## src/rtl/fighter_state_controller.sv

```systemverilog
// Per-player frame-driven fighter state machine feeding the sprite renderer.
// Latency: outputs registered, update one clk after a frame_tick; no backpressure.
module fighter_state_controller #(
  parameter bit          IS_MIRRORED = 1'b0,
  parameter int unsigned ATK_START   = 4,
  parameter int unsigned ATK_ACTIVE  = 2,
  parameter int unsigned ATK_RECOV   = 8,
  parameter int unsigned DIR_START   = 5,
  parameter int unsigned DIR_ACTIVE  = 3,
  parameter int unsigned DIR_RECOV   = 10,
  parameter int unsigned HITSTUN     = 12,
  parameter int unsigned BLOCKSTUN   = 6
) (
  input  logic       clk,
  input  logic       rst_n,
  input  logic       frame_tick,
  input  logic       btn_left,
  input  logic       btn_right,
  input  logic       btn_attack,
  input  logic       hit_in,
  output logic [3:0] state,
  output logic [4:0] phase_cnt,
  output logic       attack_active,
  output logic       busy
);

  typedef enum logic [3:0] {
    S_IDLE       = 4'd0,
    S_BACK       = 4'd1,
    S_FWD        = 4'd2,
    S_ATK_START  = 4'd3,
    S_ATK_ACTIVE = 4'd4,
    S_ATK_RECOV  = 4'd5,
    S_DIR_START  = 4'd6,
    S_DIR_ACTIVE = 4'd7,
    S_DIR_RECOV  = 4'd8,
    S_HITSTUN    = 4'd9,
    S_BLOCKSTUN  = 4'd10
  } state_e;

  localparam logic [4:0] LD_ATK_START  = 5'(ATK_START - 1);
  localparam logic [4:0] LD_ATK_ACTIVE = 5'(ATK_ACTIVE - 1);
  localparam logic [4:0] LD_ATK_RECOV  = 5'(ATK_RECOV - 1);
  localparam logic [4:0] LD_DIR_START  = 5'(DIR_START - 1);
  localparam logic [4:0] LD_DIR_ACTIVE = 5'(DIR_ACTIVE - 1);
  localparam logic [4:0] LD_DIR_RECOV  = 5'(DIR_RECOV - 1);
  localparam logic [4:0] LD_HITSTUN    = 5'(HITSTUN - 1);
  localparam logic [4:0] LD_BLOCKSTUN  = 5'(BLOCKSTUN - 1);

  state_e     state_q, state_d;
  logic [4:0] phase_q, phase_d;
  logic       attack_active_q, attack_active_d;
  logic       busy_q, busy_d;
  logic       btn_attack_q;
  logic       atk_pend_q;
  logic       hit_pend_q;

  logic atk_rise;
  logic atk_evt;
  logic hit_evt;
  logic fwd;
  logic back;
  logic timed;

  // Events landing on the tick clk count as if already latched.
  assign atk_rise = btn_attack & ~btn_attack_q;
  assign atk_evt  = atk_pend_q | atk_rise;
  assign hit_evt  = hit_pend_q | hit_in;
  assign fwd      = IS_MIRRORED ? btn_left  : btn_right;
  assign back     = IS_MIRRORED ? btn_right : btn_left;
  assign timed    = (state_q >= S_ATK_START);

  always_ff @(posedge clk or negedge rst_n) begin
    if (!rst_n) begin
      btn_attack_q <= 1'b0;
      atk_pend_q   <= 1'b0;
      hit_pend_q   <= 1'b0;
    end else begin
      btn_attack_q <= btn_attack;
      if (frame_tick) begin
        atk_pend_q <= 1'b0;
        hit_pend_q <= 1'b0;
      end else begin
        if (atk_rise) atk_pend_q <= 1'b1;
        if (hit_in)   hit_pend_q <= 1'b1;
      end
    end
  end

  always_comb begin
    state_d = state_q;
    phase_d = phase_q;
    if (frame_tick) begin
      if (hit_evt && (state_q != S_HITSTUN) && (state_q != S_BLOCKSTUN)) begin
        if (state_q == S_BACK) begin
          state_d = S_BLOCKSTUN;
          phase_d = LD_BLOCKSTUN;
        end else begin
          state_d = S_HITSTUN;
          phase_d = LD_HITSTUN;
        end
      end else if (timed) begin
        if (phase_q != 5'd0) begin
          phase_d = phase_q - 5'd1;
        end else begin
          // Phase exhausted: chain to the next phase or drop back to idle.
          case (state_q)
            S_ATK_START: begin
              state_d = S_ATK_ACTIVE;
              phase_d = LD_ATK_ACTIVE;
            end
            S_ATK_ACTIVE: begin
              state_d = S_ATK_RECOV;
              phase_d = LD_ATK_RECOV;
            end
            S_DIR_START: begin
              state_d = S_DIR_ACTIVE;
              phase_d = LD_DIR_ACTIVE;
            end
            S_DIR_ACTIVE: begin
              state_d = S_DIR_RECOV;
              phase_d = LD_DIR_RECOV;
            end
            default: begin
              state_d = S_IDLE;
              phase_d = 5'd0;
            end
          endcase
        end
      end else if (atk_evt) begin
        if (fwd && !back) begin
          state_d = S_DIR_START;
          phase_d = LD_DIR_START;
        end else begin
          state_d = S_ATK_START;
          phase_d = LD_ATK_START;
        end
      end else begin
        phase_d = 5'd0;
        if (fwd && !back)      state_d = S_FWD;
        else if (back && !fwd) state_d = S_BACK;
        else                   state_d = S_IDLE;
      end
    end
    attack_active_d = (state_d == S_ATK_ACTIVE) || (state_d == S_DIR_ACTIVE);
    busy_d          = (state_d >= S_ATK_START);
  end

  always_ff @(posedge clk or negedge rst_n) begin
    if (!rst_n) begin
      state_q         <= S_IDLE;
      phase_q         <= 5'd0;
      attack_active_q <= 1'b0;
      busy_q          <= 1'b0;
    end else begin
      state_q         <= state_d;
      phase_q         <= phase_d;
      attack_active_q <= attack_active_d;
      busy_q          <= busy_d;
    end
  end

  assign state         = state_q;
  assign phase_cnt     = phase_q;
  assign attack_active = attack_active_q;
  assign busy          = busy_q;

endmodule

```

## config.mk

```make
export PLATFORM = sky130hd
export DESIGN_NAME = fighter_state_controller
export DESIGN_NICKNAME = d
export VERILOG_FILES = /design/src/rtl/fighter_state_controller.sv
export SDC_FILE = /design/constraint.sdc
export NUM_CORES = 1
export LEC_CHECK = 0
export BUFFER_PORTS_ARGS = -buffer_cell sky130_fd_sc_hd__buf_2
export CORE_AREA = 2 2 58 60
export DETAILED_ROUTE_END_ITERATION = 6
export DIE_AREA = 0 0 60 62
export SLEW_MARGIN = 20
export SYNTH_ARGS = -nofsm -noshare
export SYNTH_HDL_FRONTEND = slang
export SYNTH_SLANG_ARGS = --single-unit
```

## constraint.sdc

```tcl
create_clock -name clk -period 4.5 [get_ports clk]
set_input_delay 0.225 -clock clk [delete_from_list [all_inputs] [get_ports clk]]
set_output_delay 0.225 -clock clk [all_outputs]
set_load 0.02 [all_outputs]
```

==> impl_metrics.csv, run 1 <==
group,metric,value,unit
logic_synthesis,synthDistinctLibCells,38,
setup_path,end_kind,"flop",
logic_synthesis,ys_seq_area_frac,0.368,
floorplanning,die-area,3720,um2
placement,routabilityCongestion,0.864,
logic_synthesis,synth_area_per_cell,8.74,um2
finish,fin_cells,170,
clock_tree,cts_buffer_depth,2,
placement,hpwl,1720,um
route,first_iter_violations,38,
floorplanning,num_rows,21,
placement,dpl-instance-area,1040,um2
logic_synthesis,syn-num-nets,118,
clock_tree,cts-root-buf,"clkbuf_4",
sta,period_minus_slack,2320,ps
clock_tree,cts_sinks,14,
setup_path,critPathArrivalTime,2470,ps
clock_tree,clk_pin_slew,80,ps
job,drv_cap,0,
setup_path,r2r_setup_slack,2180,ps
setup_path,cp_max_fo,8,
clock_tree,cts_setup_buffers,0,
clock_tree,numCtsBuffers,3,
finish,nFillCells,322,
power,ir_drop,255,uV
finish,final_cell_mix,"17 x buf_2, 14 x dfrtp_1, 13 x a21oi_1",
sta,final_max_slew_viol_count,0,
logic_synthesis,synth_seq_cells,14,
global_routing,grt_max_degree,17,
hold_path,hold_depth,1,
route,via_count,894,
power,p_per_area,674,nW/um2
route,first_pass_iters,4,
route,viasPerCell,5.26,
hold_path,hp-start,"btn_attack",
status,status,"completed",
sta,fin_tns_setup,0,ps
floorplanning,fp.dieW,60,um
floorplanning,pin_count,18,
logic_synthesis,yosys_most_used_dff,"dfrtp_1",
sta,max_freq,431,MHz
sta,skew,8.08,ps
logic_synthesis,synth_warnings,0,
logic_synthesis,synthTopCellsByArea,"dfrtp_1 37%, a21oi_1 6.8%, nor3_1 4.7%",
clock_tree,cts_tree,"built",
hold_path,hold_end,"btn_attack_q$_DFF_PN0_",
clock_tree,holdBufCountCts,1,
global_routing,grt_use_total,0.136,
sta,grt_setup_unrepaired,"no",
logic_synthesis,synth_edf_count,0,
finish,antenna_cells,0,
finish,nNetsFinal,135,
route,routedWlPerCell,13.1,um
sta,finalSetupViolations,0,
setup_path,r2r-start,"phase_cnt[0]$_DFFE_PN0P_",
logic_synthesis,synth.top_cell.area_share,0.368,
logic_synthesis,synth-async-reset-ratio,1.00,
placement,placed_cells,166,
logic_synthesis,syn_area,952,um2
setup_path,worstPathRequired,4650,ps
setup_path,reg2reg_to,"busy$_DFF_PN0_",
placement,io_buffers,17,
sta,hold_viol_final,0,
floorplanning,initial_core_util,0.299,
sta,slew_headroom,0.509,
setup_path,critPathKind,"reg2reg",
floorplanning,die_height,62,um
global_routing,antenna_found_initial,0,
route,remaining_drc_errors,0,
sta,tightest_slew,735,ps
finish,drive_gt1_frac,0.218,
finish,layout_commonest_cell,"buf_2",
logic_synthesis,yosys.area.top_type,"dfrtp_1",
global_routing,grt-ovfl-total,0,
clock_tree,postCtsResizedCells,0,
global_routing,grt_pass1_vias,883,
setup_path,cp-start-kind,"flop",
clock_tree,worstSkewPairLatency,280,ps
floorplanning,core,3180,um2
route,ant_nets,0,
route,routed_wirelength,2230,um
power,p_leak,0.460,nW
hold_path,hold_path.class,"in2reg",
global_routing,grt_pass1_wl,3810,um
setup_path,ff2ff_path_depth,8,
sta,fin_crit_sh,0.516,
logic_synthesis,synth_cells,109,
finish,syn_to_final_growth,12.9,%
clock_tree,htreeDepth,1,
finish,design_area,1070,um2
sequential cells by signal, indices dropped and copies added, names as in the netlist:
register and count:
hit_pend_q 1, phase_cnt 5, state 4, busy 1
attack_active 1, btn_attack_q 1, atk_pend_q 1
cell usage after synthesis, drive strengths merged, types with 2 or more instances:
cell,instances
a21o,2
a21oi,14
buf,4
clkbuf,2
dfrtp,14
ha,2
inv,6
nand2,7
nand3,2
nor2,10
nor2b,3
nor3,9
o21ai,7
o22ai,2
o31ai,3
xnor2,2
worst max-delay path, stage by stage (launching register included):
cell,delay [ps]
dfrtp_1,440
inv_1,100
ha_1,160
or4b_4,530
a21oi_2,150
a21oi_1,70
a32o_2,290
nor2b_1,130
or3_1,320
how the worst max path moves through the flow:
stage | start | to | slack [ps] | cells past startpoint
floorplan | phase_cnt[0]$_DFFE_PN0P_ | busy$_DFF_PN0_ | 2190 | 9
global placement | phase_cnt[0]$_DFFE_PN0P_ | busy$_DFF_PN0_ | 2280 | 8
detailed placement | phase_cnt[0]$_DFFE_PN0P_ | busy$_DFF_PN0_ | 2200 | 8
CTS | phase_cnt[0]$_DFFE_PN0P_ | busy$_DFF_PN0_ | 2170 | 8
global route | phase_cnt[0]$_DFFE_PN0P_ | busy$_DFF_PN0_ | 2060 | 8
finish | phase_cnt[0]$_DFFE_PN0P_ | busy$_DFF_PN0_ | 2180 | 8
through the flow:
| stage | hold slack, ps | util | setup WS [ps] | total power, W |
|---|---|---|---|---|
| after global placement | 146 | 0.328 | 2280 | 0.000652 |
| after global routing | 70.5 | 0.338 | 2060 | 0.000792 |
| after CTS | 68.0 | 0.338 | 2170 | 0.000730 |
| final | 68.0 | 0.338 | 2180 | 0.000724 |
| after detailed placement | 141 | 0.328 | 2200 | 0.000657 |
| after floorplan | -70.6 | - | 2190 | 0.000569 |
power by group:
part           switching, W  internal, W
combinational      0.000239     0.000178
sequential        0.0000714     0.000166
clock             0.0000389    0.0000310
routing by layer:
metal,vias up,wire (um),track usage
met3,4,151,0.0269
li1,430,-,-
met1,426,962,0.171
met4,0,31,0.0413
met5,-,0,0
met2,34,1090,0.236
cell families (layout without fill, tap and decap cells):
logic type / after synthesis / in the layout / synth area share
flops: 14 / 14 / 0.368
buf+inv: 12 / 27 / 0.0788
compound gates: 39 / 39 / 0.273
xor+xnor: 3 / 3 / 0.0276
mux: 2 / 2 / 0.0223
fa+ha+maj: 2 / 2 / 0.0263
simple gates: 37 / 37 / 0.204
cell type report:
type | instances | area [um2] | area share
inverter | 6 | 22.5 | 0.0210
clock buffer | 3 | 22.5 | 0.0210
sequential | 14 | 350 | 0.326
tap | 46 | 57.6 | 0.0536
multi-input combinational | 83 | 527 | 0.490
timing repair buffer | 18 | 95.1 | 0.0885
Power figures use the tool's default switching activity.
==> inputs of run 2 (changes only) <==
==> constraint.sdc (replaced) <==
create_clock -name clk -period 2.42 [get_ports clk]
set_input_delay 0.121 -clock clk [delete_from_list [all_inputs] [get_ports clk]]
set_output_delay 0.121 -clock clk [all_outputs]
set_load 0.02 [all_outputs]
==> impl_metrics.csv, run 2 (same netlist as run 1, synthesis figures left out) <==
group,metric,value,unit
finish,layout_commonest_cell,"buf_2",
sta,hold_viol_final,0,
clock_tree,cts_buffer_depth,2,
job,drv_cap,0,
global_routing,grt-ovfl-total,0,
power,p_per_area,1270,nW/um2
setup_path,cp-start-kind,"flop",
hold_path,hold_path.class,"in2reg",
finish,final_cell_mix,"17 x buf_2, 14 x dfrtp_1, 13 x a21oi_1",
setup_path,critPathArrivalTime,2390,ps
route,viasPerCell,5.05,
finish,nFillCells,350,
global_routing,grt_pass1_vias,910,
finish,drive_gt1_frac,0.252,
sta,finalSetupViolations,0,
setup_path,end_kind,"flop",
clock_tree,clk_pin_slew,90,ps
route,ant_nets,0,
route,first_iter_violations,19,
clock_tree,worstSkewPairLatency,280,ps
finish,antenna_cells,0,
floorplanning,num_rows,21,
sta,period_minus_slack,2220,ps
clock_tree,cts-root-buf,"clkbuf_4",
placement,io_buffers,17,
global_routing,grt_pass1_wl,4130,um
placement,hpwl,1820,um
status,status,"completed",
sta,max_freq,450,MHz
sta,grt_setup_unrepaired,"no",
floorplanning,pin_count,18,
floorplanning,die_height,62,um
sta,final_max_slew_viol_count,0,
setup_path,worstPathRequired,2590,ps
global_routing,grt_max_degree,17,
route,routed_wirelength,2480,um
finish,syn_to_final_growth,19.3,%
floorplanning,fp.dieW,60,um
global_routing,grt_use_total,0.151,
clock_tree,cts_sinks,14,
floorplanning,core,3180,um2
setup_path,cp_max_fo,8,
global_routing,antenna_found_initial,0,
placement,routabilityCongestion,0.852,
setup_path,r2r_setup_slack,200,ps
clock_tree,postCtsResizedCells,0,
finish,largest_reg_flops,5,
power,ir_drop,447,uV
finish,nNetsFinal,141,
finish,final_core_util,0.357,
floorplanning,die-area,3720,um2
route,remaining_drc_errors,0,
setup_path,critPathKind,"reg2reg",
route,via_count,894,
route,routedWlPerCell,14.0,um
sta,slew_headroom,0.654,
route,first_pass_iters,4,
clock_tree,cts_setup_buffers,0,
power,p_leak,0.496,nW
clock_tree,cts_tree,"built",
sta,fin_tns_setup,0,ps
sta,tightest_slew,520,ps
hold_path,hold_depth,2,
sta,fin_crit_sh,0.919,
sta,skew,0.365,ps
floorplanning,initial_core_util,0.299,
clock_tree,numCtsBuffers,3,
setup_path,ff2ff_path_depth,8,
clock_tree,htreeDepth,1,
## run 2: changes by cell type in the layout (fill, tap and decap cells not counted), sizes merged
cell	previous run	this run
dlygate4sd3	1	2
clkbuf	3	4
buf	17	22
## run 2: area by class of cell
cell class                      count  area [um2]  share of cell area
Sequential cell                    14         350               0.308
Timing Repair Buffer               24         143               0.126
Tap cell                           46        57.6              0.0507
Inverter                            6        22.5              0.0198
Clock buffer                        4        36.3              0.0319
Multi-Input combinational cell     83         527               0.464
## run 2: power breakdown
group,total [W],switching (W),internal (W)
Clock,0.000171,0.0000796,0.0000917
Sequential,0.000411,0.000102,0.000309
Combinational,0.000859,0.000491,0.000367
Total,0.00144,0.000673,0.000768
## run 2: worst paths after layout
path	startpoint	end
worst max-delay path	phase_cnt[1]$_DFFE_PN0P_	busy$_DFF_PN0_
worst min-delay path	frame_tick	hit_pend_q$_DFFE_PN0P_
worst max register to register	phase_cnt[1]$_DFFE_PN0P_	busy$_DFF_PN0_
worst min register to register	phase_cnt[1]$_DFFE_PN0P_	phase_cnt[1]$_DFFE_PN0P_
max in group asynchronous	rst_n	phase_cnt[2]$_DFFE_PN0P_
min in group asynchronous	rst_n	state[0]$_DFF_PN0_
## run 2: per-stage QoR
step                std cells  hold WS [ps]  setup slack (ps)  power, W  area [um2]
CTS                       177           194               191   0.00145        1140
global route              177           225              49.7   0.00158        1140
finish                    177           211               197   0.00144        1140
detailed placement        171          43.3               204   0.00127        1080
floorplan                 109          -175               111   0.00106         952
global placement          171          41.7               240   0.00126        1080
## run 2: critical path: stages (launching register included)
cell     delay, ps
dfrtp_1        410
inv_1           80
ha_1           160
or4b_4         530
a21oi_2        150
a21oi_1         70
a32o_2         290
nor2b_1        120
or3_1          300
## run 2: routing by layer
metal  global-route usage  vias to the layer above  share of wire
met3               0.0207                        7          0.055
li1                     -                      446              -
met1                0.199                      412           0.45
met2                0.231                       29           0.46
met5                    0                        -              0
met4               0.0952                        0          0.030
## run 2: repair_timing
item / in CTS / in global routing
hold buffers: 2 / 0
hold endpoints to repair: 15 / 0
setup endpoints to repair: 0 / 0
==> inputs of run 3 (changes only) <==
==> constraint.sdc (replaced) <==
create_clock -name clk -period 2.46 [get_ports clk]
set_input_delay 0.123 -clock clk [delete_from_list [all_inputs] [get_ports clk]]
set_output_delay 0.123 -clock clk [all_outputs]
set_load 0.02 [all_outputs]
==> impl_metrics.csv, run 3 (same netlist as run 1, synthesis figures left out) <==
group,metric,value,unit
setup_path,max_stage_delay,530,ps
floorplanning,die-area,3720,um2
setup_path,critical_path.slowest_cell,"or4b_4",
global_routing,grt_pass1_vias,879,
setup_path,crit_top_cell,"inv_1",
finish,layout_commonest_cell,"buf_2",
global_routing,grt-ovfl-total,0,
power,p_int,0.000743,W
finish,nFillCells,343,
setup_path,critPathArrivalTime,2420,ps
setup_path,critPathBufInv,2,
global_routing,grt_use_total,0.144,
setup_path,cp_max_fo,8,
clock_tree,cts_setup_buffers,0,
sta,grt_setup_unrepaired,"no",
power,p_leak,0.491,nW
route,remaining_drc_errors,0,
global_routing,grt_pass1_wl,4010,um
placement,dp_slack,224,ps
placement,hpwl,1780,um
floorplanning,core,3180,um2
setup_path,worstPathRequired,2620,ps
sta,slew_headroom,0.663,
power,clockPowerShare,0.120,
setup_path,cp-start-kind,"flop",
clock_tree,cts_tree,"built",
route,viasPerCell,5.05,
power,p_per_area,1240,nW/um2
clock_tree,cts_sinks,14,
floorplanning,die_height,62,um
setup_path,crit_chain,"inv_1 > ha_1 > or4b_4 > o21ai_1 > a21oi_1 > a41oi_1 > inv_1 > or3_1",
route,routedWlPerCell,13.4,um
clock_tree,clk_pin_slew,90,ps
clock_tree,numCtsBuffers,3,
finish,final_cell_mix,"17 x buf_2, 14 x dfrtp_1, 13 x a21oi_1",
floorplanning,initial_core_util,0.299,
finish,largest_reg_flops,5,
clock_tree,cts_buffer_depth,2,
route,first_pass_iters,4,
route,ant_nets,0,
clock_tree,worstSkewPairLatency,280,ps
global_routing,grt_max_degree,17,
floorplanning,fp.dieW,60,um
placement,io_buffers,17,
placement,routabilityCongestion,0.855,
global_routing,antenna_found_initial,0,
route,first_iter_violations,24,
floorplanning,pin_count,18,
sta,period_minus_slack,2270,ps
job,drv_cap,0,
sta,hold_viol_final,0,
setup_path,cp_top_family,"simple AND/OR/NAND/NOR gates",
clock_tree,cts-root-buf,"clkbuf_4",
power,ir_drop,496,uV
setup_path,critPathKind,"reg2reg",
placement,placed_cells,170,
sta,skew,5.02,ps
sta,fin_crit_sh,0.922,
power,switchingPower,0.000654,W
sta,finalWorstSetupSlack,192,ps
sta,fin_tns_setup,0,ps
setup_path,end_kind,"flop",
clock_tree,htreeDepth,1,
sta,tightest_slew,505,ps
finish,fin_cells,176,
finish,antenna_cells,0,
route,routed_wirelength,2360,um
sta,finalSetupViolations,0,
power,switching_share,0.468,
finish,syn_to_final_growth,18.5,%
finish,drive_gt1_frac,0.246,
power,combPwrFrac,0.583,
sta,final_max_slew_viol_count,0,
hold_path,hold_path.class,"in2reg",
floorplanning,num_rows,21,
status,status,"completed",
sta,max_freq,441,MHz
route,via_count,888,
finish,nNetsFinal,140,
power,seqPwrFrac,0.296,
==> run 3: worst reg2reg max path: stages (launching register included) <==
cell     delay, ps
dfrtp_1        410
inv_1          100
ha_1           150
or4b_4         530
o21ai_1        160
a21oi_1         80
a41oi_1        260
inv_1          100
or3_1          350
==> run 3: area by class of cell <==
| cell class | instances | area (um2) | share of cell area |
|---|---|---|---|
| sequential | 14 | 350 | 0.310 |
| inverter | 6 | 22.5 | 0.0200 |
| clock buffer | 4 | 36.3 | 0.0322 |
| multi-input combinational | 83 | 527 | 0.467 |
| tap | 46 | 57.6 | 0.0510 |
| timing repair buffer | 23 | 135 | 0.120 |
==> run 3: through the flow <==
stage | util | hold WS (ps) | total power, W | instance area [um2]
finish | 0.355 | 212 | 0.00140 | 1130
global route | 0.355 | 241 | 0.00153 | 1130
CTS | 0.355 | 208 | 0.00141 | 1130
detailed placement | 0.337 | 50.0 | 0.00123 | 1070
global placement | 0.337 | 44.3 | 0.00123 | 1070
floorplan | - | -173 | 0.00104 | 952
==> run 3: path summary, 6_finish.rpt <==
kind	from	slack, ps	depth (start not counted)	end
hold reg to reg	phase_cnt[4]$_DFFE_PN0P_	570	2	phase_cnt[4]$_DFFE_PN0P_
setup reg to reg	phase_cnt[1]$_DFFE_PN0P_	190	8	busy$_DFF_PN0_
min in group asynchronous	rst_n	270	2	phase_cnt[0]$_DFFE_PN0P_
setup / recovery	phase_cnt[1]$_DFFE_PN0P_	190	8	busy$_DFF_PN0_
max in group asynchronous	rst_n	1940	2	state[1]$_DFF_PN0_
hold / removal	frame_tick	210	2	hit_pend_q$_DFFE_PN0P_
==> run 3: layer usage <==
metal	vias to the layer above	wire length [um]	GRT usage
met5	-	0	0
met4	0	51	0.0667
met3	4	87	0.0124
met2	20	1070	0.230
met1	425	1150	0.197
li1	439	-	-
==> run 3: timing repair <==
action                    CTS  global route
hold endpoints to repair   15             0
hold buffers                2             0
gates resized for setup     0             0
==> run 3: power groups by stage <==
stage	logic (W)	registers, W	clock network [W]
finish	0.000815	0.000414	0.000168
floorplan	0.000575	0.000465	0
global placement	0.000808	0.000418	0
global route	0.000915	0.000431	0.000183
CTS	0.000820	0.000415	0.000173
detailed placement	0.000814	0.000420	0
